--- src/rtl/alu_pkg.sv ---
// alu_pkg: shared definitions for the ALU issue controller.
//   - 3-bit opcode encodings understood by the external alu32
//   - command record stored in the command FIFO (a, b, op = 67 bits)
//   - issue FSM state encoding
package alu_pkg;

  localparam logic [2:0] OP_NOTA = 3'b000;
  localparam logic [2:0] OP_NOTB = 3'b001;
  localparam logic [2:0] OP_AND  = 3'b010;
  localparam logic [2:0] OP_OR   = 3'b011;
  localparam logic [2:0] OP_XOR  = 3'b100;
  localparam logic [2:0] OP_XNOR = 3'b101;
  localparam logic [2:0] OP_ADD  = 3'b110;
  localparam logic [2:0] OP_SUB  = 3'b111;

  localparam int unsigned DataW = 32;
  localparam int unsigned CmdW  = 2 * DataW + 3;

  typedef struct packed {
    logic [DataW-1:0] a;
    logic [DataW-1:0] b;
    logic [2:0]       op;
  } cmd_t;

  typedef enum logic [1:0] {
    StIdle = 2'd0,
    StExec = 2'd1,
    StResp = 2'd2
  } state_e;

  // Only arithmetic opcodes produce a meaningful overflow flag.
  function automatic logic is_arith(input logic [2:0] op);
    return (op == OP_ADD) || (op == OP_SUB);
  endfunction

endpackage

--- src/rtl/alu_cmd_fifo.sv ---
// alu_cmd_fifo: synchronous command FIFO for the ALU issue controller.
//   Ports:
//     clk      rising-edge clock
//     reset    synchronous active-high reset, empties the FIFO
//     push_i   write wdata_i (ignored while full)
//     wdata_i  command record {a, b, op}
//     pop_i    drop head entry (ignored while empty)
//     rdata_o  head entry, valid while !empty_o
//     full_o   no free entry
//     empty_o  no stored entry
//     count_o  occupancy, 0..Depth
//   Depth must be a power of two so that pointers wrap naturally.
module alu_cmd_fifo
  import alu_pkg::*;
#(
  parameter int unsigned Depth = 4
) (
  input  logic                     clk,
  input  logic                     reset,
  input  logic                     push_i,
  input  cmd_t                     wdata_i,
  input  logic                     pop_i,
  output cmd_t                     rdata_o,
  output logic                     full_o,
  output logic                     empty_o,
  output logic [$clog2(Depth):0]   count_o
);

  localparam int unsigned PtrW = $clog2(Depth);

  cmd_t            mem_q [Depth];
  logic [PtrW-1:0] wr_ptr_q, wr_ptr_d;
  logic [PtrW-1:0] rd_ptr_q, rd_ptr_d;
  logic [PtrW:0]   count_q, count_d;
  logic            push_ok;
  logic            pop_ok;

  assign full_o  = (count_q == (PtrW + 1)'(Depth));
  assign empty_o = (count_q == '0);
  assign count_o = count_q;
  assign rdata_o = mem_q[rd_ptr_q];

  assign push_ok = push_i && !full_o;
  assign pop_ok  = pop_i && !empty_o;

  always_comb begin
    wr_ptr_d = wr_ptr_q;
    rd_ptr_d = rd_ptr_q;
    count_d  = count_q;
    if (push_ok) begin
      wr_ptr_d = wr_ptr_q + PtrW'(1);
    end
    if (pop_ok) begin
      rd_ptr_d = rd_ptr_q + PtrW'(1);
    end
    // Simultaneous push and pop leaves the occupancy unchanged.
    if (push_ok && !pop_ok) begin
      count_d = count_q + (PtrW + 1)'(1);
    end else if (pop_ok && !push_ok) begin
      count_d = count_q - (PtrW + 1)'(1);
    end
  end

  always_ff @(posedge clk) begin
    if (reset) begin
      wr_ptr_q <= '0;
      rd_ptr_q <= '0;
      count_q  <= '0;
    end else begin
      wr_ptr_q <= wr_ptr_d;
      rd_ptr_q <= rd_ptr_d;
      count_q  <= count_d;
    end
  end

  // Storage needs no reset: entries are only read once the pointers say so.
  always_ff @(posedge clk) begin
    if (push_ok) begin
      mem_q[wr_ptr_q] <= wdata_i;
    end
  end

endmodule

--- src/rtl/alu_issue_ctrl.sv ---
// alu_issue_ctrl: queues ALU commands, issues them one at a time to an
// external alu32 and returns the result plus flags through a valid/ready
// response port.
//   Ports:
//     clk, reset                  clock, synchronous active-high reset
//     cmd_valid/cmd_ready         command handshake; cmd_ready = FIFO not full
//     cmd_a, cmd_b, cmd_op        command operands and opcode
//     alu_a, alu_b, alu_op        registered operands driven to alu32
//     alu_result, alu_c/n/z/v     alu32 outputs, sampled one cycle after issue
//     rsp_valid/rsp_ready         response handshake
//     rsp_result, rsp_c/n/z/v     captured result and flags
//     cmd_count                   FIFO occupancy
//     busy                        FSM active or commands queued
//     clr_sticky, sticky_v        accumulated arithmetic overflow
//   Build option: define ALU_STICKY_FLAGS_EN to implement sticky_v; otherwise
//   sticky_v is tied low and clr_sticky is ignored.
module alu_issue_ctrl
  import alu_pkg::*;
#(
  parameter int unsigned FIFO_DEPTH = 4
) (
  input  logic                          clk,
  input  logic                          reset,
  input  logic                          cmd_valid,
  output logic                          cmd_ready,
  input  logic [31:0]                   cmd_a,
  input  logic [31:0]                   cmd_b,
  input  logic [2:0]                    cmd_op,
  output logic [31:0]                   alu_a,
  output logic [31:0]                   alu_b,
  output logic [2:0]                    alu_op,
  input  logic [31:0]                   alu_result,
  input  logic                          alu_c,
  input  logic                          alu_n,
  input  logic                          alu_z,
  input  logic                          alu_v,
  output logic                          rsp_valid,
  input  logic                          rsp_ready,
  output logic [31:0]                   rsp_result,
  output logic                          rsp_c,
  output logic                          rsp_n,
  output logic                          rsp_z,
  output logic                          rsp_v,
  output logic [$clog2(FIFO_DEPTH):0]   cmd_count,
  output logic                          busy,
  input  logic                          clr_sticky,
  output logic                          sticky_v
);

  state_e      state_q;
  cmd_t        fifo_wdata;
  cmd_t        fifo_head;
  logic        fifo_full;
  logic        fifo_empty;
  logic        fifo_pop;

  logic [31:0] alu_a_q, alu_b_q;
  logic [2:0]  alu_op_q;
  logic        rsp_valid_q;
  logic [31:0] rsp_result_q;
  logic        rsp_c_q, rsp_n_q, rsp_z_q, rsp_v_q;

  assign fifo_wdata = '{a: cmd_a, b: cmd_b, op: cmd_op};

  alu_cmd_fifo #(
    .Depth (FIFO_DEPTH)
  ) u_cmd_fifo (
    .clk     (clk),
    .reset   (reset),
    .push_i  (cmd_valid),
    .wdata_i (fifo_wdata),
    .pop_i   (fifo_pop),
    .rdata_o (fifo_head),
    .full_o  (fifo_full),
    .empty_o (fifo_empty),
    .count_o (cmd_count)
  );

  // Ready depends only on occupancy, never on a same-cycle pop.
  assign cmd_ready = !fifo_full;

  // Pop whenever the FSM is about to load a new command into the ALU registers.
  always_comb begin
    fifo_pop = 1'b0;
    unique case (state_q)
      StIdle:  fifo_pop = !fifo_empty;
      StResp:  fifo_pop = rsp_valid_q && rsp_ready && !fifo_empty;
      default: fifo_pop = 1'b0;
    endcase
  end

  // Issue FSM: IDLE -> EXEC (alu32 settles) -> RESP (hold until consumed).
  always_ff @(posedge clk) begin
    if (reset) begin
      state_q      <= StIdle;
      alu_a_q      <= '0;
      alu_b_q      <= '0;
      alu_op_q     <= OP_NOTA;
      rsp_valid_q  <= 1'b0;
      rsp_result_q <= '0;
      rsp_c_q      <= 1'b0;
      rsp_n_q      <= 1'b0;
      rsp_z_q      <= 1'b0;
      rsp_v_q      <= 1'b0;
    end else begin
      unique case (state_q)
        StIdle: begin
          if (!fifo_empty) begin
            alu_a_q  <= fifo_head.a;
            alu_b_q  <= fifo_head.b;
            alu_op_q <= fifo_head.op;
            state_q  <= StExec;
          end
        end
        StExec: begin
          rsp_result_q <= alu_result;
          rsp_c_q      <= alu_c;
          rsp_n_q      <= alu_n;
          rsp_z_q      <= alu_z;
          rsp_v_q      <= alu_v;
          rsp_valid_q  <= 1'b1;
          state_q      <= StResp;
        end
        StResp: begin
          if (rsp_valid_q && rsp_ready) begin
            rsp_valid_q <= 1'b0;
            // Chain straight into the next command to sustain 2 cycles/response.
            if (!fifo_empty) begin
              alu_a_q  <= fifo_head.a;
              alu_b_q  <= fifo_head.b;
              alu_op_q <= fifo_head.op;
              state_q  <= StExec;
            end else begin
              state_q  <= StIdle;
            end
          end
        end
        default: state_q <= StIdle;
      endcase
    end
  end

  assign alu_a      = alu_a_q;
  assign alu_b      = alu_b_q;
  assign alu_op     = alu_op_q;
  assign rsp_valid  = rsp_valid_q;
  assign rsp_result = rsp_result_q;
  assign rsp_c      = rsp_c_q;
  assign rsp_n      = rsp_n_q;
  assign rsp_z      = rsp_z_q;
  assign rsp_v      = rsp_v_q;
  assign busy       = (state_q != StIdle) || !fifo_empty;

`ifdef ALU_STICKY_FLAGS_EN
  logic sticky_q, sticky_d;

  // Set takes priority over a simultaneous clear so no overflow is lost.
  always_comb begin
    sticky_d = sticky_q;
    if (clr_sticky) begin
      sticky_d = 1'b0;
    end
    if ((state_q == StExec) && is_arith(alu_op_q) && alu_v) begin
      sticky_d = 1'b1;
    end
  end

  always_ff @(posedge clk) begin
    if (reset) begin
      sticky_q <= 1'b0;
    end else begin
      sticky_q <= sticky_d;
    end
  end

  assign sticky_v = sticky_q;
`else
  logic unused_clr_sticky;
  assign unused_clr_sticky = clr_sticky;
  assign sticky_v          = 1'b0;
`endif

endmodule

--- config.mk ---
export PLATFORM = sky130hd
export DESIGN_NAME = alu_issue_ctrl
export DESIGN_NICKNAME = d
export VERILOG_FILES = /design/src/rtl/alu_pkg.sv /design/src/rtl/alu_cmd_fifo.sv /design/src/rtl/alu_issue_ctrl.sv
export SDC_FILE = /design/constraint.sdc
export NUM_CORES = 1
export LEC_CHECK = 0
export ABC_CLOCK_PERIOD_IN_PS = 2550
export CORE_MARGIN = 5
export CORE_UTILIZATION = 25
export CTS_CLUSTER_DIAMETER = 40
export DETAILED_ROUTE_END_ITERATION = 8
export GPL_TIMING_DRIVEN = 0
export SYNTH_ARGS = -nofsm -noshare
export SYNTH_HDL_FRONTEND = slang
export SYNTH_SLANG_ARGS = --single-unit
--- constraint.sdc ---
create_clock -name clk -period 2.55 [get_ports clk]
set_input_delay 0.255 -clock clk [delete_from_list [all_inputs] [get_ports clk]]
set_output_delay 0.255 -clock clk [all_outputs]
set_load 0.005 [all_outputs]
==> qor.csv, run 1 <==
metric,value,unit
outcome,completed,
overall routing resource usage,0.1283,
vias per cell,4.603,
Slew Limit Fails,0,
DIE WIDTH,249.7,microns
min-delay src,reset,
Post-synth top cells,"268 x edfxtp_1, 115 x dfxtp_1, 107 x a21oi_1",
Max clock buf depth,3,
CTS tree,yes,
worst flop-to-flop path startpoint,state_q[1],
die area,0.06235,sq mm
max-cap violations,0,
FF-to-FF End,alu_a[7],
fin util,0.3475,
filler instances,5444,
worst-margin pin slew,1.169,ns
Critical Path RT,2.30,ns
maximum VDD drop,0.0006103,V
leakage,0.006464,uW
total grt overflow,0,
global-route wire length before repair,61.21,mm
"count leader, synth",edfxtp_1,
Final setup violation count,0,
Hold WC Path Type,input port to flip-flop,
crit path kind,flip-flop to output port,
Max Freq,412.2,MHz
# DRC,0,
die height,249.7,microns
post-synth top area cell,edfxtp_1,
DR WL/cell,20.63,microns
# rows,87,
fraction of layout cells with a size suffix above 1,0.1813,
pin count of the biggest net entering global routing,36,
core area,0.05660,sq mm
count of buffers from port buffering,214,
relative slew slack,0.2192,
largest cells by area after synthesis,"edfxtp_1 56%, dfxtp_1 16%, mux4_2 11%, a21oi_1 3.7%, o31ai_1 3.5%",
Mapped Avg Cell Area,16.01,sq um
HPWL Detailed,27.17,mm
number of detailed-route iterations in the first pass,4,
Area Overhead vs Synth,36.96,%
ys flop type,edfxtp_1,
design area,0.01967,sq mm
vias in the first global route,9699,
Initial Utilization,0.2538,
syn_nets,1011,
# diodes,0,
post-synthesis xor/xnor area fraction,0.001220,
asr flop ratio synth,0,
global placer's final weighted congestion,0.7651,
TritonCTS buffer count,61,
Synth top area share,0.5603,
"flops & latches, synth",383,
Final nets,1292,
Syn. warnings,0,
routed wire length,40.98,mm
Tmin final,2.426,ns
Reg2Reg Depth,5,
I/O pins,218,
Critical Path End Type,output port,
Clock Sinks,383,
P per Cell Area,1147,mW/mm^2
initial antenna violation count,5,
FF-to-FF setup slack,0.16,ns
clk root buf,clkbuf_16,
area share of and/or/nand/nor cells after synthesis,0.05793,
Max Clock Skew,0.02258,ns
htree depth,2,
Critical Path AT,2.17,ns
Worst-path clk slew,0.05,ns
via count,9142,
RSZ-0062 raised after global routing,false,
worst-path fanout max,10,
clock latency on the worst-skew pair,0.62,ns
post-synthesis sequential area ratio,0.7206,
post-synth cell types,35,
Synth Area in Compound Gates,0.07544,
worst setup path end,busy,
initial DRC count,481,
Adder-Cell Fraction of Synth Area,0.005749,
Post-Route Setup TNS,0,ns
Post-DRT Antenna Nets,0,
final worst-path cycle share,0.9513,
CP Launch Type,flip-flop,
largest family of logic cells by synthesized area,multiplexers,
post-synthesis cell area,0.01436,sq mm
placed inst area,0.01758,sq mm
Critical path origin,u_cmd_fifo.count_o[0],
multiplexer area fraction after synthesis,0.1084,
final hold vios,0,
Post-Syn Instances,897,
Post-synth EDFFs,268,
==> cells by family (layout without fill, tap and decap cells) <==
logic type,Yosys count,after routing
other,1,1
muxes,71,71
and+or+nand+nor,164,164
AOI/OAI and AO/OA,181,181
buffers and inverters,89,422
xor gates and xnor gates,2,2
adders and majority gates,6,6
DFF,383,383
==> layer usage <==
metal | GRT usage | share of wire
met5 | 0 | 0.0012
met4 | 0.03590 | 0.024
met3 | 0.04456 | 0.077
met2 | 0.2095 | 0.47
met1 | 0.1627 | 0.42
==> power breakdown <==
group | internal [uW] | total, uW | switching, uW
sequential | 7670 | 8180 | 508
clock | 5000 | 8160 | 3160
combinational | 2900 | 6240 | 3340
total | 15600 | 22600 | 7000
==> what timing repair did <==
item | in CTS | in global routing
endpoints found under the setup margin | 2 | 2
setup buffers | 0 | 0
hold buffers | 0 | 0
gates resized for setup | 13 | 2
==> area by class of cell <==
cell class                 instances  area [sq um]  share of cell area
tap                              756         945.9             0.04808
sequential                       383         10350              0.5262
timing repair buffer             218          2247              0.1142
multi-input combinational        425          3606              0.1833
clock buffer                      73          1635             0.08313
buffer                            82         427.9             0.02175
inverter                           7         27.53            0.001399
clock inverter                    42         430.4             0.02188
==> registers in the layout, summed over array words and instances, names as in the netlist, named ones only <==
name,cells
rsp_v,1
u_cmd_fifo.count_o,3
rsp_n,1
alu_op,3
alu_a,32
alu_b,32
rsp_c,1
u_cmd_fifo.mem_q,268
state_q,2
rsp_result,32
rsp_z,1
u_cmd_fifo.rd_ptr_q,2
u_cmd_fifo.wr_ptr_q,2
rsp_valid,1
==> worst min path at each step <==
stage                                   to  slack, ns  depth (start not counted)
global placement            rsp_result[14]       0.44                          2
global route        u_cmd_fifo.rd_ptr_q[1]       0.11                          3
CTS                 u_cmd_fifo.rd_ptr_q[1]       0.06                          3
floorplan           u_cmd_fifo.mem_q[0][0]       0.35                          0
detailed placement          rsp_result[26]       0.45                          2
finish              u_cmd_fifo.rd_ptr_q[1]       0.10                          3
==> critical path, cell delays in order, from the launching register on <==
cell     delay (ns)
dfxtp_2        0.37
or3_1          0.40
buf_6          0.17
buf_6          0.16
or3_1          0.31
buf_2          0.16
==> layout by cell type (no fill, tap or decap), types with 2 or more instances in the layout <==
| cell | synthesis | routed |
|---|---|---|
| nand4_1 | 67 | 67 |
| a21oi_1 | 107 | 107 |
| clkinv_4 | 0 | 4 |
| mux2_2 | 2 | 2 |
| clkinvlp_4 | 0 | 9 |
| inv_16 | 0 | 2 |
| dfxtp_1 | 115 | 113 |
| buf_2 | 20 | 18 |
| buf_1 | 11 | 11 |
| clkdlybuf4s50_1 | 0 | 213 |
| and3_4 | 0 | 4 |
| xor2_1 | 2 | 2 |
| ha_1 | 5 | 5 |
| edfxtp_1 | 268 | 268 |
| mux4_2 | 67 | 67 |
| or3_1 | 3 | 3 |
| o21ai_0 | 4 | 4 |
| clkinv_2 | 0 | 5 |
| inv_8 | 0 | 5 |
| bufinv_16 | 0 | 3 |
| buf_6 | 1 | 3 |
| buf_4 | 7 | 8 |
| inv_6 | 0 | 10 |
| inv_1 | 6 | 6 |
| clkbuf_16 | 0 | 64 |
| clkinv_1 | 1 | 3 |
| nand3_1 | 3 | 2 |
| clkbuf_1 | 39 | 47 |
| nor2_1 | 7 | 7 |
| nand2_1 | 73 | 73 |
| buf_16 | 0 | 4 |
| nor2b_1 | 3 | 3 |
| buf_8 | 4 | 4 |
| dfxtp_2 | 0 | 2 |
| o31ai_1 | 67 | 67 |
==> metrics by stage <==
stage	total power [uW]	std cells	setup slack [ns]	hold slack (ns)
finish	22570	1986	0.1243	0.1046
global route	23790	1986	0.03165	0.1053
CTS	22930	1986	0.07147	0.06244
detailed placement	14630	1871	-0.2842	0.4467
global placement	14460	1867	-0.4787	0.4448
floorplan	11540	897	0.2698	0.3539
Note: power is estimated with default switching activity, not from simulation.
==> inputs of run 2 (changes only) <==
CORE_UTILIZATION = 35   (was 25)
CTS_BUF_LIST = sky130_fd_sc_hd__clkbuf_16   (was unset)
SLEW_MARGIN = 20   (was unset)
==> run 2 against run 1 <==
  * Flip-flop and latch count unchanged
  * Die area fell by 28%
  * Via count fell by 1.9%
  * Count of clock-buffer cells in the layout shrank 16
  * Clock skew down 0.0047 ns
  * Final area fell by 2.8%
  * Worst hold slack improved by 0.033 ns
  * Combinational power is 2% lower
  * Wire length decreased by 8.6%
  * Critical endpoint is now u_cmd_fifo.count_o[2]
  * Largest cell class unchanged
  * Largest power group unchanged
==> qor.csv, run 2 (synthesis results as in run 1) <==
metric,value,unit
min-delay src,reset,
pin count of the biggest net entering global routing,37,
die area,0.04519,sq mm
max-cap violations,0,
P per Cell Area,1127,mW/mm^2
Hold WC Path Type,input port to flip-flop,
Post-Route Setup TNS,0,ns
GRT met1 Usage,0.2173,
CP Launch Type,flip-flop,
"commonest non-fill, non-tap cell in the layout",edfxtp_1,
Critical path origin,u_cmd_fifo.count_o[0],
GRT Max-Usage Layer,met2,
Initial Utilization,0.3526,
outcome,completed,
number of detailed-route iterations in the first pass,5,
die height,212.6,microns
worst-margin pin slew,0.9968,ns
Clock Sinks,383,
maximum VDD drop,0.0005311,V
met2 Usage GRT,0.2662,
DR WL/cell,21.41,microns
core area,0.04074,sq mm
TritonCTS buffer count,54,
worst-path fanout max,7,
CTS tree,yes,
Critical Path End Type,flip-flop,
crit path kind,flip-flop to flip-flop,
Tmin final,2.382,ns
worst flop-to-flop path startpoint,u_cmd_fifo.count_o[0],
# rows,74,
vias per cell,5.127,
# DRC,0,
global-route wire length before repair,56.19,mm
initial DRC count,470,
Worst-path clk slew,0.05,ns
fraction of layout cells with a size suffix above 1,0.1686,
Area Overhead vs Synth,33.13,%
Final setup violation count,0,
Slew Limit Fails,0,
overall routing resource usage,0.1637,
initial antenna violation count,5,
via count,8967,
total grt overflow,0,
Final nets,1285,
I/O pins,218,
Post-DRT Antenna Nets,0,
Critical Path RT,3.05,ns
global placer's final weighted congestion,0.8371,
DIE WIDTH,212.6,microns
routed wire length,37.44,mm
final worst-path cycle share,0.9341,
vias in the first global route,9198,
HPWL Detailed,24.45,mm
Max Clock Skew,0.01787,ns
Critical Path AT,2.88,ns
htree depth,2,
met3 Use GR,0.04486,
Max clock buf depth,3,
leakage,0.006379,uW
most frequent cells in the layout,"268 x edfxtp_1, 213 x clkdlybuf4s50_1, 113 x dfxtp_1, 107 x a21oi_1, 73 x nand2_1",
Max Freq,419.8,MHz
relative slew slack,0.3341,
clk root buf,clkbuf_16,
FF-to-FF setup slack,0.17,ns
clock latency on the worst-skew pair,0.57,ns
RSZ-0062 raised after global routing,false,
Largest Register,u_cmd_fifo.mem_q,
final hold vios,0,
count of buffers from port buffering,214,
max reg flops,268,
fin util,0.4694,
[run 2: final cells by class]
cell class,instances,area (sq um)
Fill cell,3584,21620
Sequential cell,383,10350
Multi-Input combinational cell,425,3606
Timing Repair Buffer,218,2247
Clock buffer,57,1426
Tap cell,532,665.6
Buffer,82,422.9
Clock inverter,44,371.6
Inverter,7,27.53
Antenna cell,1,2.502
[run 2: metal layers]
metal | vias up | wire length [microns] | part of all wire
met3 | 66 | 3026 | 0.081
li1 | 4113 | - | -
met5 | - | 61 | 0.0016
met1 | 4465 | 15730 | 0.42
met4 | 8 | 752 | 0.020
met2 | 315 | 17870 | 0.48
[run 2: timing repair]
action	4_1_cts	5_1_grt
endpoints found under the setup margin	2	3
hold buffers	0	0
resized for setup	8	4
gates cloned	0	0
hold endpoints to repair	0	0
setup buffers	0	0
[run 2: path summary, 6_finish.rpt]
kind,to,cells past startpoint
setup / recovery,u_cmd_fifo.count_o[2],9
hold / removal,flip-flop,3
setup reg to reg,u_cmd_fifo.count_o[2],9
hold reg to reg,rsp_result[25],2
[run 2: report_power, final]
group | total, uW | internal, uW | switching [uW]
Combinational | 6090 | 2890 | 3200
Sequential | 8200 | 7670 | 529
Clock | 7260 | 4480 | 2780
[run 2: stage by stage]
| step | hold WS [ns] | setup WS (ns) | total power, uW | cell area (sq um) | std cells |
|---|---|---|---|---|---|
| after floorplan | 0.3539 | 0.2698 | 11540 | 14370 | 897 |
| after global placement | 0.4414 | -0.4340 | 14350 | 17180 | 1643 |
| after CTS | 0.09150 | 0.001092 | 21860 | 19110 | 1748 |
| final | 0.1374 | 0.1682 | 21550 | 19120 | 1749 |
| after detailed placement | 0.4479 | -0.1723 | 14490 | 17300 | 1647 |
| after global routing | 0.1695 | 0.002027 | 22670 | 19120 | 1748 |
[run 2: worst max-delay path, stage by stage (launching register included)]
cell and delay, ns:
dfxtp_2 0.36, or3_1 0.40, buf_6 0.17, nand3_2 0.13
ha_1 0.19, inv_1 0.06, fa_1 0.37, xor2_1 0.18
or3_1 0.31, a21oi_1 0.14
